[src/rtl/wb_uart_pkg.sv]
// Shared register map, STATUS bit positions and FSM encodings for the Wishbone UART.
package wb_uart_pkg;

  localparam logic [1:0] ADDR_DATA    = 2'd0;
  localparam logic [1:0] ADDR_STATUS  = 2'd1;
  localparam logic [1:0] ADDR_DIVISOR = 2'd2;
  localparam logic [1:0] ADDR_RSVD    = 2'd3;

  localparam int ST_TX_FULL    = 0;
  localparam int ST_TX_EMPTY   = 1;
  localparam int ST_TX_BUSY    = 2;
  localparam int ST_RX_VALID   = 3;
  localparam int ST_RX_OVERRUN = 4;

  typedef enum logic [1:0] {
    TX_IDLE  = 2'd0,
    TX_START = 2'd1,
    TX_DATA  = 2'd2,
    TX_STOP  = 2'd3
  } tx_state_e;

  typedef enum logic [1:0] {
    RX_IDLE  = 2'd0,
    RX_START = 2'd1,
    RX_DATA  = 2'd2,
    RX_STOP  = 2'd3
  } rx_state_e;

endpackage

[src/rtl/sync_fifo.sv]
// Single-clock FIFO with occupancy count; a push into a full FIFO succeeds
// only when a pop happens in the same cycle.
module sync_fifo #(
  parameter int WIDTH = 8,
  parameter int DEPTH = 8
) (
  input  logic                     clk_i,
  input  logic                     rst_i,
  input  logic                     push_i,
  input  logic [WIDTH-1:0]         data_i,
  input  logic                     pop_i,
  output logic [WIDTH-1:0]         data_o,
  output logic                     full_o,
  output logic                     empty_o,
  output logic [$clog2(DEPTH):0]   count_o
);

  localparam int AW = $clog2(DEPTH);
  localparam logic [AW:0] FULL_COUNT = (AW + 1)'(DEPTH);

  logic [WIDTH-1:0] mem_q [DEPTH];
  logic [AW-1:0]    wr_ptr_q, rd_ptr_q;
  logic [AW:0]      count_q;
  logic             do_push, do_pop;

  assign empty_o = (count_q == '0);
  assign full_o  = (count_q == FULL_COUNT);
  assign count_o = count_q;
  assign data_o  = mem_q[rd_ptr_q];

  assign do_pop  = pop_i & ~empty_o;
  assign do_push = push_i & (~full_o | do_pop);

  always_ff @(posedge clk_i) begin
    if (!rst_i) begin
      wr_ptr_q <= '0;
      rd_ptr_q <= '0;
      count_q  <= '0;
    end else begin
      if (do_push) wr_ptr_q <= wr_ptr_q + 1'b1;
      if (do_pop)  rd_ptr_q <= rd_ptr_q + 1'b1;
      case ({do_push, do_pop})
        2'b10:   count_q <= count_q + 1'b1;
        2'b01:   count_q <= count_q - 1'b1;
        default: count_q <= count_q;
      endcase
    end
  end

  // NOTE: storage is deliberately not reset; the pointers and count define
  // which entries are valid, so clearing the array would only add logic.
  always_ff @(posedge clk_i) begin
    if (do_push) mem_q[wr_ptr_q] <= data_i;
  end

endmodule

[src/rtl/wb_uart.sv]
// Wishbone-attached 8N1 UART: TX FIFO feeding a serialiser, single-byte RX
// holding register with valid/overrun flags and a level interrupt.
module wb_uart
  import wb_uart_pkg::*;
#(
  parameter int          WB_DATA_WIDTH   = 32,
  parameter int          WB_ADDR_WIDTH   = 32,
  parameter int          WB_SEL_WIDTH    = 4,
  parameter int          TX_FIFO_DEPTH   = 8,
  parameter logic [15:0] DEFAULT_DIVISOR = 16'd433
) (
  input  logic                     clk_i,
  input  logic                     rst_i,
  input  logic [WB_ADDR_WIDTH-1:0] wb_addr_i,
  input  logic [WB_DATA_WIDTH-1:0] wb_data_i,
  input  logic                     wb_we_i,
  input  logic [WB_SEL_WIDTH-1:0]  wb_sel_i,
  input  logic                     wb_stb_i,
  input  logic                     wb_cyc_i,
  output logic                     wb_ack_o,
  output logic [WB_DATA_WIDTH-1:0] wb_data_o,
  output logic                     uart_tx_o,
  input  logic                     uart_rx_i,
  output logic                     irq_o
);

  localparam int CW = $clog2(TX_FIFO_DEPTH) + 1;

  logic            ack_q, ack_d;
  logic [15:0]     divisor_q, divisor_d;
  logic [1:0]      reg_sel;
  logic            wr_en, rd_en, data_rd, div_wr;

  logic            fifo_push, fifo_pop, fifo_full, fifo_empty;
  logic [7:0]      fifo_dout;
  logic [CW-1:0]   fifo_count;

  tx_state_e       tx_state_q, tx_state_d;
  logic [15:0]     tx_div_q, tx_div_d, tx_cnt_q, tx_cnt_d;
  logic [2:0]      tx_bit_q, tx_bit_d;
  logic [7:0]      tx_shift_q, tx_shift_d;

  logic            rx_s1_q, rx_s2_q, rx_prev_q;
  rx_state_e       rx_state_q, rx_state_d;
  logic [15:0]     rx_div_q, rx_div_d, rx_cnt_q, rx_cnt_d;
  logic [2:0]      rx_bit_q, rx_bit_d;
  logic [7:0]      rx_shift_q, rx_shift_d;
  logic [7:0]      rx_data_q, rx_data_d;
  logic            rx_valid_q, rx_valid_d, rx_overrun_q, rx_overrun_d;
  logic            rx_done;

  logic            unused_bits;
  assign unused_bits = ^{wb_addr_i, wb_data_i, wb_sel_i, fifo_count};

  // Bus side effects happen only in the ack cycle, using the held request.
  assign reg_sel   = wb_addr_i[3:2];
  assign ack_d     = wb_stb_i & wb_cyc_i & ~ack_q;
  assign wr_en     = ack_q & wb_we_i;
  assign rd_en     = ack_q & ~wb_we_i;
  assign fifo_push = wr_en & (reg_sel == ADDR_DATA) & wb_sel_i[0];
  assign data_rd   = rd_en & (reg_sel == ADDR_DATA);
  assign div_wr    = wr_en & (reg_sel == ADDR_DIVISOR) & (wb_sel_i[1:0] == 2'b11);
  assign divisor_d = div_wr ? wb_data_i[15:0] : divisor_q;

  assign wb_ack_o  = ack_q;
  assign irq_o     = rx_valid_q;

  always_comb begin
    wb_data_o = '0;
    if (rd_en) begin
      case (reg_sel)
        ADDR_DATA:    wb_data_o[7:0] = rx_data_q;
        ADDR_STATUS: begin
          wb_data_o[ST_TX_FULL]    = fifo_full;
          wb_data_o[ST_TX_EMPTY]   = fifo_empty & (tx_state_q == TX_IDLE);
          wb_data_o[ST_TX_BUSY]    = (tx_state_q != TX_IDLE);
          wb_data_o[ST_RX_VALID]   = rx_valid_q;
          wb_data_o[ST_RX_OVERRUN] = rx_overrun_q;
        end
        ADDR_DIVISOR: wb_data_o[15:0] = divisor_q;
        default:      wb_data_o = '0;
      endcase
    end
  end

  sync_fifo #(
    .WIDTH (8),
    .DEPTH (TX_FIFO_DEPTH)
  ) u_tx_fifo (
    .clk_i   (clk_i),
    .rst_i   (rst_i),
    .push_i  (fifo_push),
    .data_i  (wb_data_i[7:0]),
    .pop_i   (fifo_pop),
    .data_o  (fifo_dout),
    .full_o  (fifo_full),
    .empty_o (fifo_empty),
    .count_o (fifo_count)
  );

  // NOTE: every variable written here gets a default first, so no path
  // through the case can leave one unassigned and infer a latch.
  always_comb begin
    tx_state_d = tx_state_q;
    tx_div_d   = tx_div_q;
    tx_cnt_d   = tx_cnt_q + 16'd1;
    tx_bit_d   = tx_bit_q;
    tx_shift_d = tx_shift_q;
    fifo_pop   = 1'b0;
    case (tx_state_q)
      TX_IDLE: begin
        tx_cnt_d = '0;
        if (!fifo_empty) begin
          fifo_pop   = 1'b1;
          tx_div_d   = divisor_q;
          tx_shift_d = fifo_dout;
          tx_state_d = TX_START;
        end
      end
      TX_START: if (tx_cnt_q == tx_div_q) begin
        tx_cnt_d   = '0;
        tx_bit_d   = '0;
        tx_state_d = TX_DATA;
      end
      TX_DATA: if (tx_cnt_q == tx_div_q) begin
        tx_cnt_d   = '0;
        tx_shift_d = {1'b0, tx_shift_q[7:1]};
        tx_bit_d   = tx_bit_q + 3'd1;
        if (tx_bit_q == 3'd7) tx_state_d = TX_STOP;
      end
      TX_STOP: if (tx_cnt_q == tx_div_q) begin
        tx_cnt_d = '0;
        // Chain straight into the next start bit when more data is queued.
        if (!fifo_empty) begin
          fifo_pop   = 1'b1;
          tx_div_d   = divisor_q;
          tx_shift_d = fifo_dout;
          tx_state_d = TX_START;
        end else begin
          tx_state_d = TX_IDLE;
        end
      end
      default: tx_state_d = TX_IDLE;
    endcase
  end

  always_comb begin
    case (tx_state_q)
      TX_START: uart_tx_o = 1'b0;
      TX_DATA:  uart_tx_o = tx_shift_q[0];
      default:  uart_tx_o = 1'b1;
    endcase
  end

  always_comb begin
    rx_state_d = rx_state_q;
    rx_div_d   = rx_div_q;
    rx_cnt_d   = rx_cnt_q + 16'd1;
    rx_bit_d   = rx_bit_q;
    rx_shift_d = rx_shift_q;
    rx_done    = 1'b0;
    case (rx_state_q)
      RX_IDLE: begin
        rx_cnt_d = '0;
        if (!rx_s2_q && rx_prev_q) begin
          rx_div_d   = divisor_q;
          rx_state_d = RX_START;
        end
      end
      // Detection costs one clock, so div/2 here lands (div+1)/2 into the bit.
      RX_START: if (rx_cnt_q == (rx_div_q >> 1)) begin
        rx_cnt_d   = '0;
        rx_bit_d   = '0;
        rx_state_d = rx_s2_q ? RX_IDLE : RX_DATA;
      end
      RX_DATA: if (rx_cnt_q == rx_div_q) begin
        rx_cnt_d   = '0;
        rx_shift_d = {rx_s2_q, rx_shift_q[7:1]};
        rx_bit_d   = rx_bit_q + 3'd1;
        if (rx_bit_q == 3'd7) rx_state_d = RX_STOP;
      end
      RX_STOP: if (rx_cnt_q == rx_div_q) begin
        rx_done    = rx_s2_q;
        rx_state_d = RX_IDLE;
      end
      default: rx_state_d = RX_IDLE;
    endcase
  end

  // A completing byte overrides a same-cycle DATA read's clear.
  always_comb begin
    rx_data_d    = rx_data_q;
    rx_valid_d   = rx_valid_q;
    rx_overrun_d = rx_overrun_q;
    if (data_rd) begin
      rx_valid_d   = 1'b0;
      rx_overrun_d = 1'b0;
    end
    if (rx_done) begin
      if (rx_valid_q && !data_rd) begin
        rx_overrun_d = 1'b1;
      end else begin
        rx_data_d  = rx_shift_q;
        rx_valid_d = 1'b1;
      end
    end
  end

  // NOTE: state registers use non-blocking assignments so every flop samples
  // the pre-edge values regardless of statement order.
  always_ff @(posedge clk_i) begin
    if (!rst_i) begin
      ack_q        <= 1'b0;
      divisor_q    <= DEFAULT_DIVISOR;
      tx_state_q   <= TX_IDLE;
      tx_div_q     <= '0;
      tx_cnt_q     <= '0;
      tx_bit_q     <= '0;
      tx_shift_q   <= '0;
      rx_s1_q      <= 1'b1;
      rx_s2_q      <= 1'b1;
      rx_prev_q    <= 1'b1;
      rx_state_q   <= RX_IDLE;
      rx_div_q     <= '0;
      rx_cnt_q     <= '0;
      rx_bit_q     <= '0;
      rx_shift_q   <= '0;
      rx_data_q    <= '0;
      rx_valid_q   <= 1'b0;
      rx_overrun_q <= 1'b0;
    end else begin
      ack_q        <= ack_d;
      divisor_q    <= divisor_d;
      tx_state_q   <= tx_state_d;
      tx_div_q     <= tx_div_d;
      tx_cnt_q     <= tx_cnt_d;
      tx_bit_q     <= tx_bit_d;
      tx_shift_q   <= tx_shift_d;
      rx_s1_q      <= uart_rx_i;
      rx_s2_q      <= rx_s1_q;
      rx_prev_q    <= rx_s2_q;
      rx_state_q   <= rx_state_d;
      rx_div_q     <= rx_div_d;
      rx_cnt_q     <= rx_cnt_d;
      rx_bit_q     <= rx_bit_d;
      rx_shift_q   <= rx_shift_d;
      rx_data_q    <= rx_data_d;
      rx_valid_q   <= rx_valid_d;
      rx_overrun_q <= rx_overrun_d;
    end
  end

endmodule

[config.mk]
export PLATFORM = sky130hd
export DESIGN_NAME = wb_uart
export DESIGN_NICKNAME = d
export VERILOG_FILES = /design/src/rtl/wb_uart_pkg.sv /design/src/rtl/sync_fifo.sv /design/src/rtl/wb_uart.sv
export SDC_FILE = /design/constraint.sdc
export NUM_CORES = 1
export LEC_CHECK = 0
export BUFFER_PORTS_ARGS = -buffer_cell sky130_fd_sc_hd__clkbuf_2
export CORE_MARGIN = 4
export CORE_UTILIZATION = 45
export CTS_CLUSTER_SIZE = 40
export DETAILED_ROUTE_END_ITERATION = 8
export GPL_ROUTABILITY_DRIVEN = 0
export PLACE_DENSITY = 0.73
export SYNTH_ARGS = -nofsm -noshare
export SYNTH_HDL_FRONTEND = slang
export SYNTH_HIERARCHICAL = 1
export SYNTH_SLANG_ARGS = --single-unit
[constraint.sdc]
create_clock -name clk_i -period 3.96 [get_ports clk_i]
set_input_delay 0.198 -clock clk_i [delete_from_list [all_inputs] [get_ports clk_i]]
set_output_delay 0.198 -clock clk_i [all_outputs]
set_load 0.03 [all_outputs]
# Word level (Yosys, flattened, before mapping)
# Memories as Yosys holds them, arrays and structs flattened. A register that Yosys moved wholly into a read port is not among the register bits.
# Cells that the tools add are included.
# totals
reg_bits,130
latch_bits,0
ramBits,64
romBits,0
inputBits,74
n_memories,1
# op_classes
add_sub_neg,8
mul,0
n_div,0
order_cmp,0
n_eq_ne,27
shifts,0
n_mux,53
n_bitwise,18
n_reduce_logical,24
# memory_table
memory,depth,word_bits,read_ports,rd_clocked_by_memory_dff,wr,line,rtl
u_tx_fifo.mem_q,8,8,1,1,1,sync_fifo.sv:21,logic [WIDTH-1:0] mem_q [DEPTH];
# ops
cell,n
16-bit two-way mux,6
16-bit case mux with 2 select lines,2
16-bit case mux with 3 select lines,1
"16-bit by 1-bit adder with 16-bit output, second input constant",2
16-bit equality test,2
8-bit two-way mux,4
8-bit case mux with 3 select lines,1
2-bit two-way mux,11
"2-bit != test, second input constant",10
3-bit two-way mux,6
3-bit case mux with 2 select lines,3
16-bit by 15-bit equality test with 1-bit output,1
2-bit case mux with 4 select lines,2
5-bit case mux with 3 select lines,1
"2-bit equality test, second input constant",7
1-bit two-way mux,13
"3-bit by 1-bit adder with 3-bit output, second input constant",4
1-bit bitwise AND,12
5-bit AND reduction,2
2-bit nonzero test,5
3-bit AND reduction,3
"2-bit by 1-bit equality test with 1-bit output, second input constant",4
4-bit case mux with 2 select lines,1
2-bit AND reduction,4
13 further kinds,23

# Logic depth before layout (Yosys ltp)
# logic_depth
word_depth,9
mapped_depth,14
mapped_depth_nobuf,13

# By module
# The synthesis kept the hierarchy.
# modules_own_cells
module,n_inst,cells_per_inst,area_each_um2
wb_uart,1,679,5860.6
sync_fifo,1,176,3204.3

# Worst setup path before layout
# Ideal clock, no wire load.
# synth_timing
path_type,reg2reg
from,reg tx_cnt_q[5]
to,"mem u_tx_fifo.mem_q[0][0], enable pin"
setup_ps,395
arrival_time_ps,2913
required_ps,3565
setup_slack_ps,653
path_stages_with_launch,10
path_buffers,1
period_less_slack_ps,3307
cell_sequence,dfxtp_1 xor2_1 nor4_2 and4_1 buf_2 a21oi_1 nor3_1 nand2b_1 o21ai_4 nor4_1
# synth_via
elab_chain_cells,8
# synth_lines
item,line,rtl
"start, declared",wb_uart.sv:39,"logic [15:0] tx_div_q, tx_div_d, tx_cnt_q, tx_cnt_d;"
"start signal, assigned",wb_uart.sv:236,tx_cnt_q <= tx_cnt_d;
16-bit equality test,wb_uart.sv:131,TX_STOP: if (tx_cnt_q == tx_div_q) begin
1-bit two-way mux,wb_uart.sv:131,
1-bit case mux with 2 select lines,wb_uart.sv:110,case (tx_state_q)
via fifo_pop,wb_uart.sv:34,"logic fifo_push, fifo_pop, fifo_full, fifo_empty;"
1-bit bitwise AND,sync_fifo.sv:31,assign do_pop = pop_i & ~empty_o;
1-bit bitwise OR,sync_fifo.sv:32,assign do_push = push_i & (~full_o | do_pop);
1-bit bitwise AND,sync_fifo.sv:32,
1-bit two-way mux,sync_fifo.sv:53,if (do_push) mem_q[wr_ptr_q] <= data_i;
1-bit two-way mux (not written as such),sync_fifo.sv:53,
"end, declared",sync_fifo.sv:21,
# The timed path passes the listed nets, and every way through them passes these cells.

# Final worst setup path
# layout_timing
from,reg tx_cnt_q[12]
to,reg u_tx_fifo.count_q[3] (netlist: u_tx_fifo/count_o[3])
# layout_via
elab_chain_cells,8
# layout_lines
item,line,rtl
16-bit equality test (*),wb_uart.sv:131,
1-bit two-way mux (*),wb_uart.sv:131,
1-bit case mux with 2 select lines (*),wb_uart.sv:110,
via fifo_pop,wb_uart.sv:34,
1-bit bitwise AND (*),sync_fifo.sv:31,
1-bit bitwise OR,sync_fifo.sv:32,
1-bit bitwise AND,sync_fifo.sv:32,
2-bit by 1-bit equality test with 1-bit output or 2-bit equality test (tied branches),sync_fifo.sv:42,"case ({do_push, do_pop})"
4-bit case mux with 2 select lines or 2-bit nonzero test (tied branches),n/a,
"end signal, assigned",sync_fifo.sv:43,2'b10: count_q <= count_q + 1'b1;
"end signal, assigned",sync_fifo.sv:44,2'b01: count_q <= count_q - 1'b1;
"end signal, assigned",sync_fifo.sv:45,default: count_q <= count_q;
"end, declared",sync_fifo.sv:23,logic [AW:0] count_q;
# The timed path passes the listed nets; every way through them passes the cells marked *.
# A chain may end at the register's enable or synchronous reset.

==> impl_metrics.py <==
metrics = {
    "placed_design": {
        "dpl_cell_area_sq_um": 9440,
        "dp_hpwl_um": 12700,
        "dpl_worst_slack_ns": 0.471,
        "placed_cells": 1132,
        "portBuffers": 44,
    },
    "detailed_routing": {
        "wl_per_cell_um": 15.5,
        "routed_wirelength_um": 18100,
        "topRoutingLayerUsed": "met5",
        "drt_iter0_drc": 319,
        "dr_wl_met2_um": 9010,
        "drc": 0,
        "met3WireLength_um": 871,
        "wl_met1_um": 8070,
        "dr.pass1.iters": 5,
        "antenna_left": 0,
        "via_count": 6192,
        "routed_via_density": 5.28,
    },
    "worst_setup_path": {
        "worst-r2r-setup-slack_ns": 0.43,
        "crit_path_frequent_cell": "a21oi_1",
        "crit_start": "tx_cnt_q[12]",
        "worstRegToRegCells": 13,
        "cp_data_required_time_ns": 4.28,
        "worst_path_max_delay_cell": "and4_1",
        "cpPeakStageDelay_ns": 0.44,
        "cp_max_fo": 7,
        "arrival_ns": 3.84,
        "worstReg2RegStart": "tx_cnt_q[12]",
        "crit_path_end_kind": "register",
        "cp_cell_sequence": "xor2_1 > nor4_2 > and4_1 > a21oi_1 > nor3_1 > o21ai_2 > nand2b_1 > inv_1 > ha_1 > a21oi_1 > nand4_1 > a32o_1 > o21a_1",
        "critPathLaunchType": "register",
        "regToRegEndpoint": "u_tx_fifo/count_o[3]",
        "crit_type": "reg2reg",
    },
    "status": {
        "status": "finished, final reports clean",
    },
    "clock_network": {
        "cts_sinks": 197,
        "cts_root_buffer": "clkbuf_16",
        "numCtsBuffers": 17,
        "cts_resized": 0,
        "clkLatencyLatePin_ns": 0.43,
        "htreeDepth": 4,
        "clock_path_buffers": 2,
        "path_clk_slew_ns": 0.07,
        "cts_tree": "yes",
    },
    "timing": {
        "setup_viol": 0,
        "fmax_ghz": 0.284,
        "final_hold_viol_count": 0,
        "report.final.slew_viol_count": 0,
        "rsz0062_at_grt": "no",
        "layout_min_cycle_time_ns": 3.53,
        "maxSlewHeadroom_pct": 28.3,
        "tns_ns": 0,
        "worst_pin_slew_ns": 1.07,
        "fin_crit_sh_pct": 89.0,
        "skew_ns": 0.0181,
        "worst_slack_ns": 0.434,
    },
    "grt": {
        "grt_pass1_wl_um": 29700,
        "overflow": 0,
        "grt_pass1_vias": 5898,
        "antenna_found_initial": 1,
        "track_usage_pct": 16.6,
        "grt_max_degree": 47,
    },
    "die": {
        "start_util_pct": 46.1,
        "die_h_um": 150,
        "coreArea_sq_um": 19700,
        "io_pins": 109,
        "die_area_sq_um": 22500,
        "rows": 51,
        "dieWidth_um": 150,
    },
    "hold_path": {
        "hold_path_startpoint": "wb_data_i[8]",
        "hp-class": "in2reg",
        "min_to": "divisor_q[8]",
        "whs_path_depth": 3,
    },
    "synthesis": {
        "synth_cells": 855,
        "ys_warn_count": 6,
        "yosys.area_share.xor_xnor_pct": 7.92,
        "synth_top_area_share_pct": 29.4,
        "avgSynthCellArea_sq_um": 10.6,
        "yosys.area.top_type": "dfxtp_1",
        "synth_edf_count": 64,
        "synth_top_family_by_area": "simple AND/OR/NAND/NOR gates",
        "synth-seq-cells": 197,
        "synth_area_sq_um": 9060,
        "synth_compound_area_share_pct": 6.25,
        "synth_adder_area_share_pct": 2.43,
        "synth_flop_cell": "dfxtp_1",
        "synthArstFlopShare_pct": 0,
        "synthMuxAreaShare_pct": 11.6,
        "synthDistinctLibCells": 66,
        "synth.area.top_cells": "dfxtp_1 29%, edfxtp_1 21%, xor2_1 6.4%",
        "ys_seq_area_share_pct": 50.6,
        "synthSimpleGateAreaFrac_pct": 16.7,
    },
    "final_layout": {
        "final_cell_mix": "140 x nand2_1, 133 x dfxtp_1, 66 x xor2_1, 64 x edfxtp_1, 63 x nor2_1",
        "final_common_cell": "nand2_1",
        "syn2layout_area_growth_pct": 11.6,
        "final_cell_area_sq_um": 10100,
        "n_antenna_cell": 0,
        "layout.nets": 985,
        "layout.cells.non_filler": 1172,
        "drive_gt1_share_pct": 13.9,
        "nFillCells": 1764,
    },
    "pwr": {
        "p_per_area_nw_per_um2": 399,
        "p_leak_nw": 4.01,
        "ir_drop_v": 0.000420,
        "finalPower_w": 0.00404,
    },
    "job": {
        "cap_violations": 0,
    },
}
## critical path, delay by kind of cell, from the launching register on
kind,cells,cell delay [ns]
and+or+nand+nor,5,1.53
AOI/OAI and AO/OA,5,1.00
DFF,1,0.43
adders and majority gates,1,0.26
xor gates and xnor gates,1,0.11
buffers and inverters,1,0.09
## kinds of logic (layout without fill, tap and decap cells)
| family | Yosys count | after routing |
|---|---|---|
| AND/OR/NAND/NOR | 319 | 319 |
| adder cells (fa/ha/maj) | 17 | 17 |
| XOR/XNOR | 82 | 82 |
| flip-flops | 197 | 197 |
| other | 1 | 16 |
| buffers and inverters | 78 | 115 |
| AO/OA/AOI/OAI | 82 | 82 |
| multiplexers | 79 | 79 |
## layout make-up
type                       instances  area (sq um)  area share, %
timing repair buffer              66           405           4.01
multi-input combinational        595          4140           40.9
clock buffer                      17           425           4.21
sequential                       197          4580           45.3
clock inverter                    15           169           1.67
inverter                          17          63.8          0.631
tap                              265           332           3.28
## state kept, by name (all words and copies together), names as in the netlist, 2 cells and up, named ones only
register,flops
divisor_q,16
rx_bit_q,3
rx_cnt_q,16
rx_data_q,8
rx_div_q,16
rx_shift_q,8
tx_bit_q,3
tx_cnt_q,16
tx_div_q,16
tx_shift_q,8
tx_state_q,2
u_tx_fifo/count_o,4
u_tx_fifo/mem_q,64
u_tx_fifo/rd_ptr_q,3
u_tx_fifo/wr_ptr_q,3
## repair_timing
action / 4_1_cts / 5_1_grt
hold buffers: 8 / 0
setup buffers: 0 / 0
endpoints found under the hold margin: 8 / 0
## how the worst max path moves through the flow
stage	endpoint	slack, ns	cells past startpoint
after global placement	u_tx_fifo/count_o[3]	0.52	13
after CTS	u_tx_fifo/count_o[3]	0.43	13
after global routing	u_tx_fifo/count_o[3]	0.15	13
after floorplan	u_tx_fifo/mem_q[0][0]	0.65	9
after detailed placement	u_tx_fifo/count_o[3]	0.47	13
final	u_tx_fifo/count_o[3]	0.43	13
## synth_stat cells, types with 2 or more instances
master,n
nor2_1,63
and3_1,7
edfxtp_1,64
buf_2,7
mux2i_1,48
clkbuf_2,2
nand2_1,140
mux4_2,6
a21oi_1,42
nand3_2,2
nor4_2,4
mux2_2,15
nor3_1,10
and4_1,4
inv_1,15
o21ai_0,4
and2_1,11
nor2b_1,3
nand4_1,16
o211ai_1,5
a31oi_1,3
xor2_1,66
clkbuf_1,30
a211oi_1,2
o21ai_2,2
xnor2_1,16
and4b_1,2
nand3_1,24
buf_1,2
a22o_1,3
buf_6,2
a211oi_4,2
o21a_1,3
mux4_1,10
buf_4,16
nand2b_1,9
dfxtp_1,133
ha_1,16
clkinv_1,2
o221ai_1,2
o2111ai_1,2
or3_1,4
nor4_1,13
## layer usage
layer / up-vias / GRT usage, %
met1: 2979 / 21.5
met3: 15 / 3.30
met4: 2 / 4.21
met2: 145 / 28.5
met5: - / 0
li1: 3051 / -
## power by group
part           internal (W)  total (W)  switching, W  leakage (nW)
Clock              0.000856    0.00170      0.000844         0.291
Sequential          0.00209    0.00211     0.0000146          1.65
Combinational     0.0000735   0.000231      0.000157          2.07
## stage by stage
step | hold WS, ns | utilization (%)
after floorplan | 0.297 | -
after global placement | 0.379 | 48.0
after detailed placement | 0.384 | 48.0
after CTS | 0.00946 | 51.5
after global routing | 0.00634 | 51.5
final | 0.0141 | 51.5
(Power assumes the default switching activity.)
